**src/rtl/denetim_birimi_if.sv**
```systemverilog
// Fetch, decode-output and data-memory signals between the RV32I control unit and the datapath.
// The control unit is the master side.
interface denetim_birimi_if;
   logic        buyruk_istek_o;
   logic        buyruk_gecerli_i;
   logic [31:0] buyruk_i;
   logic [31:0] ps_o;
   logic        amb_secim_o;
   logic [3:0]  amb_fonksiyon_o;
   logic [31:0] sabit_genisletici_o;
   logic [4:0]  rs1_adres_o;
   logic [4:0]  rs2_adres_o;
   logic [4:0]  rd_adres_o;
   logic        yazmac_yaz_o;
   logic        yaz_kaynak_o;
   logic        bellek_istek_o;
   logic        bellek_yaz_o;
   logic        bellek_hazir_i;
   logic        gecersiz_buyruk_o;

   modport master (
      output buyruk_istek_o, ps_o, amb_secim_o, amb_fonksiyon_o, sabit_genisletici_o,
             rs1_adres_o, rs2_adres_o, rd_adres_o, yazmac_yaz_o, yaz_kaynak_o,
             bellek_istek_o, bellek_yaz_o, gecersiz_buyruk_o,
      input  buyruk_gecerli_i, buyruk_i, bellek_hazir_i
   );

   modport slave (
      input  buyruk_istek_o, ps_o, amb_secim_o, amb_fonksiyon_o, sabit_genisletici_o,
             rs1_adres_o, rs2_adres_o, rd_adres_o, yazmac_yaz_o, yaz_kaynak_o,
             bellek_istek_o, bellek_yaz_o, gecersiz_buyruk_o,
      output buyruk_gecerli_i, buyruk_i, bellek_hazir_i
   );
endinterface

```
**src/rtl/denetim_birimi.sv**
```systemverilog
// Multi-cycle control unit for an RV32I subset (R/I ALU ops, LW, SW).
// Decode is combinational from the latched instruction; strobes are registered FSM outputs.
module denetim_birimi (
   input  logic             clk_i,
   input  logic             rst_ni,
   denetim_birimi_if.master bus
);
   localparam logic [31:0] NOP   = 32'h0000_0013;
   localparam logic [6:0]  OP_R  = 7'b0110011;
   localparam logic [6:0]  OP_I  = 7'b0010011;
   localparam logic [6:0]  OP_LW = 7'b0000011;
   localparam logic [6:0]  OP_SW = 7'b0100011;

   typedef enum logic [2:0] {GETIR, COZ, YURUT, BELLEK, GERI_YAZ, HATA} durum_t;

   durum_t      r_durum;
   logic [31:0] r_buyruk;
   logic [31:0] r_ps;
   logic        r_buyruk_istek, r_bellek_istek, r_bellek_yaz, r_yazmac_yaz, r_gecersiz;

   logic [6:0]  w_opcode, w_f7;
   logic [2:0]  w_f3;
   logic [4:0]  w_rd;
   logic [31:0] w_imm_i, w_imm_s, w_imm;
   logic [3:0]  w_fonk;
   logic        w_gecerli, w_secim, w_kaynak, w_sw, w_bellek_op;

   assign w_opcode    = r_buyruk[6:0];
   assign w_f3        = r_buyruk[14:12];
   assign w_f7        = r_buyruk[31:25];
   assign w_rd        = r_buyruk[11:7];
   assign w_imm_i     = {{20{r_buyruk[31]}}, r_buyruk[31:20]};
   assign w_imm_s     = {{20{r_buyruk[31]}}, r_buyruk[31:25], r_buyruk[11:7]};
   assign w_sw        = (w_opcode == OP_SW);
   assign w_bellek_op = w_sw || (w_opcode == OP_LW);

   // Anything not explicitly matched leaves w_gecerli low and lands in HATA.
   always_comb begin
      w_gecerli = 1'b0;
      w_fonk    = 4'b0000;
      w_secim   = 1'b0;
      w_kaynak  = 1'b0;
      w_imm     = 32'h0;
      case (w_opcode)
         OP_R: begin
            case (w_f3)
               3'b000: begin
                  if (w_f7 == 7'b0000000) begin
                     w_gecerli = 1'b1;
                     w_fonk    = 4'b0000;
                  end else if (w_f7 == 7'b0100000) begin
                     w_gecerli = 1'b1;
                     w_fonk    = 4'b0001;
                  end
               end
               3'b111: begin w_gecerli = (w_f7 == 7'b0); w_fonk = 4'b0010; end
               3'b100: begin w_gecerli = (w_f7 == 7'b0); w_fonk = 4'b0011; end
               3'b110: begin w_gecerli = (w_f7 == 7'b0); w_fonk = 4'b0100; end
               default: ;
            endcase
         end
         OP_I: begin
            w_secim = 1'b1;
            w_imm   = w_imm_i;
            case (w_f3)
               3'b000: begin w_gecerli = 1'b1; w_fonk = 4'b0000; end
               3'b111: begin w_gecerli = 1'b1; w_fonk = 4'b0010; end
               3'b100: begin w_gecerli = 1'b1; w_fonk = 4'b0011; end
               3'b110: begin w_gecerli = 1'b1; w_fonk = 4'b0100; end
               default: ;
            endcase
         end
         OP_LW: begin
            w_gecerli = (w_f3 == 3'b010);
            w_secim   = 1'b1;
            w_kaynak  = 1'b1;
            w_imm     = w_imm_i;
         end
         OP_SW: begin
            w_gecerli = (w_f3 == 3'b010);
            w_secim   = 1'b1;
            w_imm     = w_imm_s;
         end
         default: ;
      endcase
   end

   // Strobes are set on the transition into the state that owns them.
   always_ff @(posedge clk_i or negedge rst_ni) begin
      if (!rst_ni) begin
         r_durum        <= GETIR;
         r_ps           <= 32'h0;
         r_buyruk       <= NOP;
         r_buyruk_istek <= 1'b1;
         r_bellek_istek <= 1'b0;
         r_bellek_yaz   <= 1'b0;
         r_yazmac_yaz   <= 1'b0;
         r_gecersiz     <= 1'b0;
      end else begin
         case (r_durum)
            GETIR: begin
               if (bus.buyruk_gecerli_i) begin
                  r_buyruk       <= bus.buyruk_i;
                  r_buyruk_istek <= 1'b0;
                  r_durum        <= COZ;
               end
            end
            COZ: begin
               if (w_gecerli) begin
                  r_durum <= YURUT;
               end else begin
                  r_gecersiz <= 1'b1;
                  r_durum    <= HATA;
               end
            end
            YURUT: begin
               if (w_bellek_op) begin
                  r_bellek_istek <= 1'b1;
                  r_bellek_yaz   <= w_sw;
                  r_durum        <= BELLEK;
               end else begin
                  r_yazmac_yaz <= (w_rd != 5'd0);
                  r_durum      <= GERI_YAZ;
               end
            end
            BELLEK: begin
               if (bus.bellek_hazir_i) begin
                  r_bellek_istek <= 1'b0;
                  r_bellek_yaz   <= 1'b0;
                  if (w_sw) begin
                     r_ps           <= r_ps + 32'd4;
                     r_buyruk_istek <= 1'b1;
                     r_durum        <= GETIR;
                  end else begin
                     r_yazmac_yaz <= (w_rd != 5'd0);
                     r_durum      <= GERI_YAZ;
                  end
               end
            end
            GERI_YAZ: begin
               r_yazmac_yaz   <= 1'b0;
               r_ps           <= r_ps + 32'd4;
               r_buyruk_istek <= 1'b1;
               r_durum        <= GETIR;
            end
            HATA: ;
            default: begin
               r_buyruk_istek <= 1'b0;
               r_bellek_istek <= 1'b0;
               r_bellek_yaz   <= 1'b0;
               r_yazmac_yaz   <= 1'b0;
               r_gecersiz     <= 1'b1;
               r_durum        <= HATA;
            end
         endcase
      end
   end

   assign bus.buyruk_istek_o      = r_buyruk_istek;
   assign bus.ps_o                = r_ps;
   assign bus.amb_secim_o         = w_secim;
   assign bus.amb_fonksiyon_o     = w_fonk;
   assign bus.sabit_genisletici_o = w_imm;
   assign bus.rs1_adres_o         = r_buyruk[19:15];
   assign bus.rs2_adres_o         = r_buyruk[24:20];
   assign bus.rd_adres_o          = w_rd;
   assign bus.yazmac_yaz_o        = r_yazmac_yaz;
   assign bus.yaz_kaynak_o        = w_kaynak;
   assign bus.bellek_istek_o      = r_bellek_istek;
   assign bus.bellek_yaz_o        = r_bellek_yaz;
   assign bus.gecersiz_buyruk_o   = r_gecersiz;
endmodule

```
**src/flat_wrapper.sv**
```systemverilog
// flat-port wrapper written by rule: the top's interface ports become plain ports
module denetim_birimi_flat 
  (clk_i, rst_ni, bus_buyruk_istek_o, bus_ps_o, bus_amb_secim_o, bus_amb_fonksiyon_o, bus_sabit_genisletici_o, bus_rs1_adres_o, bus_rs2_adres_o, bus_rd_adres_o, bus_yazmac_yaz_o, bus_yaz_kaynak_o, bus_bellek_istek_o, bus_bellek_yaz_o, bus_gecersiz_buyruk_o, bus_buyruk_gecerli_i, bus_buyruk_i, bus_bellek_hazir_i);
  denetim_birimi_if bus_i ();
  input  logic clk_i;
  input  logic rst_ni;
  output wire logic [$bits(bus_i.buyruk_istek_o)-1:0] bus_buyruk_istek_o;
  output wire logic [$bits(bus_i.ps_o)-1:0] bus_ps_o;
  output wire logic [$bits(bus_i.amb_secim_o)-1:0] bus_amb_secim_o;
  output wire logic [$bits(bus_i.amb_fonksiyon_o)-1:0] bus_amb_fonksiyon_o;
  output wire logic [$bits(bus_i.sabit_genisletici_o)-1:0] bus_sabit_genisletici_o;
  output wire logic [$bits(bus_i.rs1_adres_o)-1:0] bus_rs1_adres_o;
  output wire logic [$bits(bus_i.rs2_adres_o)-1:0] bus_rs2_adres_o;
  output wire logic [$bits(bus_i.rd_adres_o)-1:0] bus_rd_adres_o;
  output wire logic [$bits(bus_i.yazmac_yaz_o)-1:0] bus_yazmac_yaz_o;
  output wire logic [$bits(bus_i.yaz_kaynak_o)-1:0] bus_yaz_kaynak_o;
  output wire logic [$bits(bus_i.bellek_istek_o)-1:0] bus_bellek_istek_o;
  output wire logic [$bits(bus_i.bellek_yaz_o)-1:0] bus_bellek_yaz_o;
  output wire logic [$bits(bus_i.gecersiz_buyruk_o)-1:0] bus_gecersiz_buyruk_o;
  input wire logic [$bits(bus_i.buyruk_gecerli_i)-1:0] bus_buyruk_gecerli_i;
  input wire logic [$bits(bus_i.buyruk_i)-1:0] bus_buyruk_i;
  input wire logic [$bits(bus_i.bellek_hazir_i)-1:0] bus_bellek_hazir_i;
  assign bus_buyruk_istek_o = bus_i.buyruk_istek_o;
  assign bus_ps_o = bus_i.ps_o;
  assign bus_amb_secim_o = bus_i.amb_secim_o;
  assign bus_amb_fonksiyon_o = bus_i.amb_fonksiyon_o;
  assign bus_sabit_genisletici_o = bus_i.sabit_genisletici_o;
  assign bus_rs1_adres_o = bus_i.rs1_adres_o;
  assign bus_rs2_adres_o = bus_i.rs2_adres_o;
  assign bus_rd_adres_o = bus_i.rd_adres_o;
  assign bus_yazmac_yaz_o = bus_i.yazmac_yaz_o;
  assign bus_yaz_kaynak_o = bus_i.yaz_kaynak_o;
  assign bus_bellek_istek_o = bus_i.bellek_istek_o;
  assign bus_bellek_yaz_o = bus_i.bellek_yaz_o;
  assign bus_gecersiz_buyruk_o = bus_i.gecersiz_buyruk_o;
  assign bus_i.buyruk_gecerli_i = bus_buyruk_gecerli_i;
  assign bus_i.buyruk_i = bus_buyruk_i;
  assign bus_i.bellek_hazir_i = bus_bellek_hazir_i;
  denetim_birimi u_core (.clk_i(clk_i), .rst_ni(rst_ni), .bus(bus_i));
endmodule
```
**config.mk**
```make
export PLATFORM = sky130hd
export DESIGN_NAME = denetim_birimi_flat
export DESIGN_NICKNAME = d
export VERILOG_FILES = /design/src/rtl/denetim_birimi_if.sv /design/src/rtl/denetim_birimi.sv /design/src/flat_wrapper.sv
export SDC_FILE = /design/constraint.sdc
export NUM_CORES = 1
export LEC_CHECK = 0
export CORE_ASPECT_RATIO = 1.25
export CORE_MARGIN = 3
export CORE_UTILIZATION = 46
export CTS_CLUSTER_SIZE = 10
export DETAILED_ROUTE_END_ITERATION = 7
export PLACE_DENSITY = 0.86
export SYNTH_ARGS = -nofsm -noshare
export SYNTH_HDL_FRONTEND = slang
export SYNTH_SLANG_ARGS = --single-unit
export TNS_END_PERCENT = 30
```
**constraint.sdc**
```tcl
create_clock -name clk_i -period 2.84 [get_ports clk_i]
set_input_delay 0.71 -clock clk_i [delete_from_list [all_inputs] [get_ports clk_i]]
set_output_delay 0.71 -clock clk_i [all_outputs]
set_load 0.1 [all_outputs]
```
==> out/results.tsv, run 1 <==
metric	value	unit
grt_pass1_wl	15000	um
dp.cells	521	
synthArstFlopShare	100	%
slew_viol_final	0	
setup_ws	0.0859	ns
setup_tns	0	ns
finalHoldViolCount	0	
dp_hpwl	6820	um
portBuffers	122	
grt_usage	20.5	%
layout-area-overhead-vs-synth	43.2	%
criticalPathCategory	reg2out	
drv_cap	0	
multi_input_area	1690	sq um
hp-class	in2async	
post-route-drc-count	0	
viasPerCell	5.59	
swShare	28.8	%
yosys_warnings	0	
insertion_delay	0.36	ns
drive_gt1_share	38.3	%
critPathLaunchType	flop	
ys_top_cells_by_area	dfrtp_1 44%, mux2_2 9.6%, buf_4 7.8%, xor2_1 6.5%, dfstp_2 2.8%	
grt_antenna_before_repair	0	
critPathMaxFanout	3	
reg2reg_slack	0.82	ns
synth.yosys.seq_area_share	46.7	%
num_vias	3015	
path_cells	or4_4 > nor3_2 > nand2_1 > a211oi_4 > buf_12	
syn_inst	348	
synth_seq_cells	70	
layout.nets	476	
combPwrFrac	13.0	%
detail_route.wl_per_cell	17.3	um
ys.flop_type	dfrtp_1	
arrival	2.04	ns
grt_pass1_vias	2954	
regArea	1760	sq um
fin_crit_sh	97.0	%
die_y	107	um
r2r_start	u_core.r_buyruk[4]	
ant_nets	0	
hold_buffers	0	
clock-sinks	70	
start_util	47.7	%
coreArea	7880	sq um
fin_hold_ws	0.354	ns
cts_buffers	9	
grt-ovfl-total	0	
yosys.area.top_type	dfrtp_1	
synth_cell_type_count	54	
skew	0.00688	ns
die_w	86.9	um
htree_levels	3	
pin_count	126	
pwr-share-clk	38.3	%
power_leakage	0.00246	uW
status	completed	
fmax	0.363	GHz
internal_power	1530	uW
end_kind	output pin	
r2r-end	u_core.bus.ps_o[3]	
netlist_area	3760	sq um
max_stage_delay	0.54	ns
dp_worst_setup_slack	0.317	ns
cts_max_path_buffers	2	
peakVddDrop	381	uV
rows	36	
r2r_cells	5	
synth_edf_count	0	
period_needed	2.75	ns
slowest_stage	or4_4	
power_frac_seq	48.7	%
place_congestion	0.932	
fillCellCount	573	
grt_max_degree	71	
clk_pin_slew	0.08	ns
power_density	399	nW/um^2
fin_cells	539	
layout_common_cells	66 x dfrtp_1, 56 x buf_4, 39 x buf_12	
finalWirelength	9340	um
finalSetupViolCount	0	
firstDrtPassIters	4	
layout_commonest_cell	dfrtp_1	
required	2.13	ns
synth_area_per_cell	10.8	sq um
dieArea	9300	sq um
ctsRootBufferMaster	clkbuf_8	
p_sw	617	uW
tritoncts	yes	
drt_iter0_drc	138	
synth.top_cell.area_share	43.9	%
diodes	0	
-- logic make-up after synthesis --
logic type / Yosys count / synth area share [%]
compound gates: 38 / 7.22
xor+xnor: 29 / 6.76
fa+ha+maj: 1 / 0.333
buf+inv: 59 / 10.2
flops: 70 / 46.7
mux: 32 / 9.58
other cells: 1 / 0.0997
simple gates: 118 / 19.0
-- final cells by class --
class                           instances  area share (%)
Sequential cell                        70            32.6
Multi-Input combinational cell        221            31.5
Clock buffer                            9            2.30
Tap cell                               95            2.21
Inverter                                5           0.349
Clock inverter                          7            1.35
Timing Repair Buffer                  132            29.7
-- synthesized netlist by cell type (all sizes together), types with 6 or more instances --
cell     n
a21oi    6
and2    10
and4     6
buf     48
clkbuf   6
dfrtp   66
mux2    32
nand2   18
nand2b   6
nand3    9
nor2    17
nor3    11
nor4    15
xor2    28
-- sequential cells by signal (all words and copies together) (netlist names) --
register and count:
u_core.bus.bellek_yaz_o 1, u_core.r_buyruk 32, u_core.bus.yazmac_yaz_o 1, u_core.r_durum 3, u_core.bus.gecersiz_buyruk_o 1, u_core.bus.ps_o 30, u_core.bus.buyruk_istek_o 1, u_core.bus.bellek_istek_o 1
-- metal layers --
layer	GRT usage, %	vias up	wire, um
li1	-	1381	-
met1	24.8	1514	3560
met2	34.4	102	4990
met3	5.00	18	580
met4	8.35	0	214
met5	0	-	0
-- how the worst max path moves through the flow --
| stage | startpoint | end | slack [ns] | cells after the start |
|---|---|---|---|---|
| 5_1_grt | u_core.r_buyruk[28] | bus_amb_fonksiyon_o[0] | -0.007 | 5 |
| 2_1_floorplan | u_core.r_buyruk[0] | bus_amb_fonksiyon_o[1] | -0.23 | 4 |
| 3_5_place_dp | u_core.r_buyruk[0] | bus_sabit_genisletici_o[17] | 0.32 | 6 |
| 3_3_place_gp | u_core.r_buyruk[0] | bus_sabit_genisletici_o[27] | 0.38 | 6 |
| 6_report | u_core.r_buyruk[28] | bus_amb_fonksiyon_o[0] | 0.09 | 5 |
| 4_1_cts | u_core.r_buyruk[28] | bus_amb_fonksiyon_o[0] | 0.004 | 5 |
-- per-stage QoR --
step	power (uW)	util, %	instance area, sq um
5_1_grt	2220	68.3	5380
3_3_place_gp	1340	65.2	5140
4_1_cts	2160	67.9	5350
3_5_place_dp	1340	65.2	5140
2_1_floorplan	1250	-	3830
6_report	2150	68.3	5380
-- what timing repair did --
action,4_1_cts,5_1_grt
endpoints found under the hold margin,0,0
endpoints found under the setup margin,21,22
setup buffers,1,0
pin swaps,0,1
resized for setup,1,2
gates cloned,0,1
-- power groups by stage --
stage / sequential (uW) / clock, uW / combinational [uW]
global placement: 1060 / 0 / 275
floorplan: 1050 / 0 / 192
global route: 1050 / 880 / 294
finish: 1040 / 821 / 279
detailed placement: 1060 / 0 / 279
CTS: 1040 / 836 / 280
-- critical path, delay by kind of cell, from the launching register on --
family	cells	cell delay, ns
and+or+nand+nor	3	0.80
AOI/OAI and AO/OA	1	0.26
DFF	1	0.40
buffers and inverters	1	0.21
(Power assumes the default switching activity.)
==> run 2: changes to the inputs <==
--- a/config.mk
+++ b/config.mk
@@ -5,12 +5,12 @@
 export SDC_FILE = /design/constraint.sdc
 export NUM_CORES = 1
 export LEC_CHECK = 0
+export ABC_AREA = 1
 export CORE_ASPECT_RATIO = 1.25
-export CORE_MARGIN = 3
-export CORE_UTILIZATION = 46
+export CORE_UTILIZATION = 47
 export CTS_CLUSTER_SIZE = 10
 export DETAILED_ROUTE_END_ITERATION = 7
-export PLACE_DENSITY = 0.86
+export PLACE_DENSITY = 0.85
 export SYNTH_ARGS = -nofsm -noshare
 export SYNTH_HDL_FRONTEND = slang
 export SYNTH_SLANG_ARGS = --single-unit
==> run 2 against run 1 <==
Effect of this change:
- flip-flop and latch count unchanged
- combinational power increased to 3.2 times the previous value
- area after synthesis is 9.0% higher
- largest cell class is now multi-input gates
==> out/results.tsv, run 2 <==
metric	value	unit
power_density	507	nW/um^2
critPathMaxFanout	5	
grt-ovfl-total	0	
dp.cells	730	
grt_pass1_wl	17800	um
crit_start	u_core.r_buyruk[1]	
drv_cap	0	
r2r_start	u_core.r_buyruk[1]	
synthTopCellsByCount	167 x nand2_1, 98 x nor2_1, 66 x dfrtp_1, 42 x inv_1, 38 x buf_4	
criticalPathCategory	reg2out	
portBuffers	122	
synth_edf_count	0	
grt_pass1_vias	3782	
clk_pin_slew	0.09	ns
place_congestion	0.995	
synth_cell_type_count	30	
diodes	0	
netlist_area	4100	sq um
rsz0062_at_grt	true	
detail_route.wl_per_cell	14.7	um
layout_commonest_cell	nand2_1	
critPathTopFamily	simple AND/OR/NAND/NOR gates	
post-route-drc-count	0	
dieArea	9100	sq um
ys_top_cells_by_area	dfrtp_1 40%, nand2_1 15%, nor2_1 9.0%, buf_4 7.0%, inv_1 3.8%	
fin_util	71.0	%
synth_area_per_cell	7.49	sq um
hp-class	in2async	
multi_input_area	1910	sq um
ctsRootBufferMaster	clkbuf_8	
slew_viol_final	0	
r2r_cells	11	
rows	37	
layout.nets	694	
slowest_stage	dfstp_2	
yosys_warnings	0	
finalHoldViolCount	0	
ant_nets	0	
pin_count	126	
die_y	106	um
synth.top_cell.area_share	40.3	%
clock-sinks	70	
arrival	2.12	ns
cts_buffers	9	
final_area	5920	sq um
layout-area-overhead-vs-synth	44.5	%
yosys.area.top_type	dfrtp_1	
top_register	u_core.r_buyruk	
power_leakage	0.00290	uW
htree_levels	3	
tritoncts	yes	
max_stage_delay	0.55	ns
viasPerCell	5.16	
finalSetupViolCount	0	
ys.flop_type	dfrtp_1	
grt_antenna_before_repair	0	
required	2.13	ns
layout_common_cells	163 x nand2_1, 89 x nor2_1, 70 x buf_4	
yosysMostFrequentCell	nand2_1	
critPathLaunchType	flop	
syn_inst	547	
end_kind	output pin	
power.total	3000	uW
path_buf_inv	3	
synth.yosys.seq_area_share	42.9	%
reg2reg_slack	0.65	ns
fillCellCount	607	
regArea	1760	sq um
num_vias	3914	
path_cells	nand2_2 > nor2_4 > nand2_4 > nand2_8 > clkinvlp_4 > nor2_4 > clkbuf_16 > buf_16	
status	completed	
cts_max_path_buffers	2	
fin_cells	759	
peakVddDrop	451	uV
crit_top_cell	nor2_4	
drt_iter0_drc	184	
r2r-end	u_core.bus.ps_o[19]	
synth_seq_cells	70	
synthArstFlopShare	100	%
grt_usage	25.0	%
fin_crit_sh	99.8	%
dp_hpwl	8390	um
drive_gt1_share	25.7	%
period_needed	2.83	ns
firstDrtPassIters	4	
coreArea	8330	sq um
place_area	5500	sq um
fmax	0.353	GHz
die_w	85.5	um
skew	0.0136	ns
largest_reg_flops	32	
finalWirelength	11200	um
insertion_delay	0.35	ns
grt_max_degree	41	
start_util	49.2	%
[run 2: cell types whose count changed in the layout (fill, tap and decap cells not counted), moves of 6 or more]
cell	previous run	this run
nor4_1	13	0
mux2_2	32	14
a21oi_1	5	21
nor2_2	0	10
inv_1	5	41
buf_4	56	70
nand3_1	9	17
buf_12	39	32
nand2b_1	6	0
and2_1	9	0
nor2_1	17	89
nand2_1	18	163
xor2_1	28	18
and4_1	6	0
[run 2: layout make-up]
cell class | instances | area share [%]
clock inverters | 7 | 1.73
flip-flops and latches | 70 | 29.7
inverters | 44 | 2.85
well taps | 97 | 2.05
repair buffers | 146 | 29.4
clock buffers | 9 | 2.09
multi-input cells | 386 | 32.2
[run 2: cells by family (layout without fill, tap and decap cells)]
kind of cell	after synthesis	after routing	share of synthesized area, %
adders and majority gates	1	1	0.305
muxes	15	15	4.12
DFF	70	70	42.9
xor gates and xnor gates	20	20	4.27
AOI/OAI and AO/OA	41	41	5.62
and+or+nand+nor	306	306	30.3
buffers and inverters	93	206	12.5
other	1	3	0.0915
[run 2: worst max-delay path by stage]
| stage | endpoint | slack, ns | cells past startpoint |
|---|---|---|---|
| after detailed placement | bus_sabit_genisletici_o[14] | 0.24 | 8 |
| final | bus_sabit_genisletici_o[28] | 0.006 | 8 |
| after floorplan | bus_sabit_genisletici_o[12] | -0.40 | 8 |
| after CTS | bus_sabit_genisletici_o[14] | 0.0005 | 8 |
| after global routing | bus_sabit_genisletici_o[28] | -0.10 | 8 |
| after global placement | bus_sabit_genisletici_o[14] | 0.31 | 8 |
[run 2: stage by stage]
| step | setup slack, ns | TNS [ns] | hold WS [ns] |
|---|---|---|---|
| floorplan | -0.403 | -8.99 | 0.414 |
| global placement | 0.312 | 0 | 0.456 |
| detailed placement | 0.244 | 0 | 0.470 |
| CTS | 0.000468 | 0 | 0.236 |
| global route | -0.101 | -1.80 | 0.241 |
| finish | 0.00576 | 0 | 0.235 |
[run 2: timing repair]
action / in CTS / in global routing
setup buffers: 3 / 7
gates resized for setup: 3 / 8
hold buffers: 0 / 0
gates cloned: 1 / 2
setup endpoints to repair: 27 / 27
pin swaps: 1 / 5
[run 2: routing by layer]
layer  GRT usage, %  vias to the layer above  part of all wire (%)  routed length, um
li1               -                     1890                     -                  -
met1           28.5                     1840                    39               4380
met2           46.0                      162                    53               5920
met3           5.43                       22                   6.0                670
met4           8.10                        0                   2.0                225
met5              0                        -                     0                  0
[run 2: report_power, final]
part / internal [uW] / switching, uW
clock: 507 / 423
sequential: 1100 / 84.8
combinational: 196 / 684
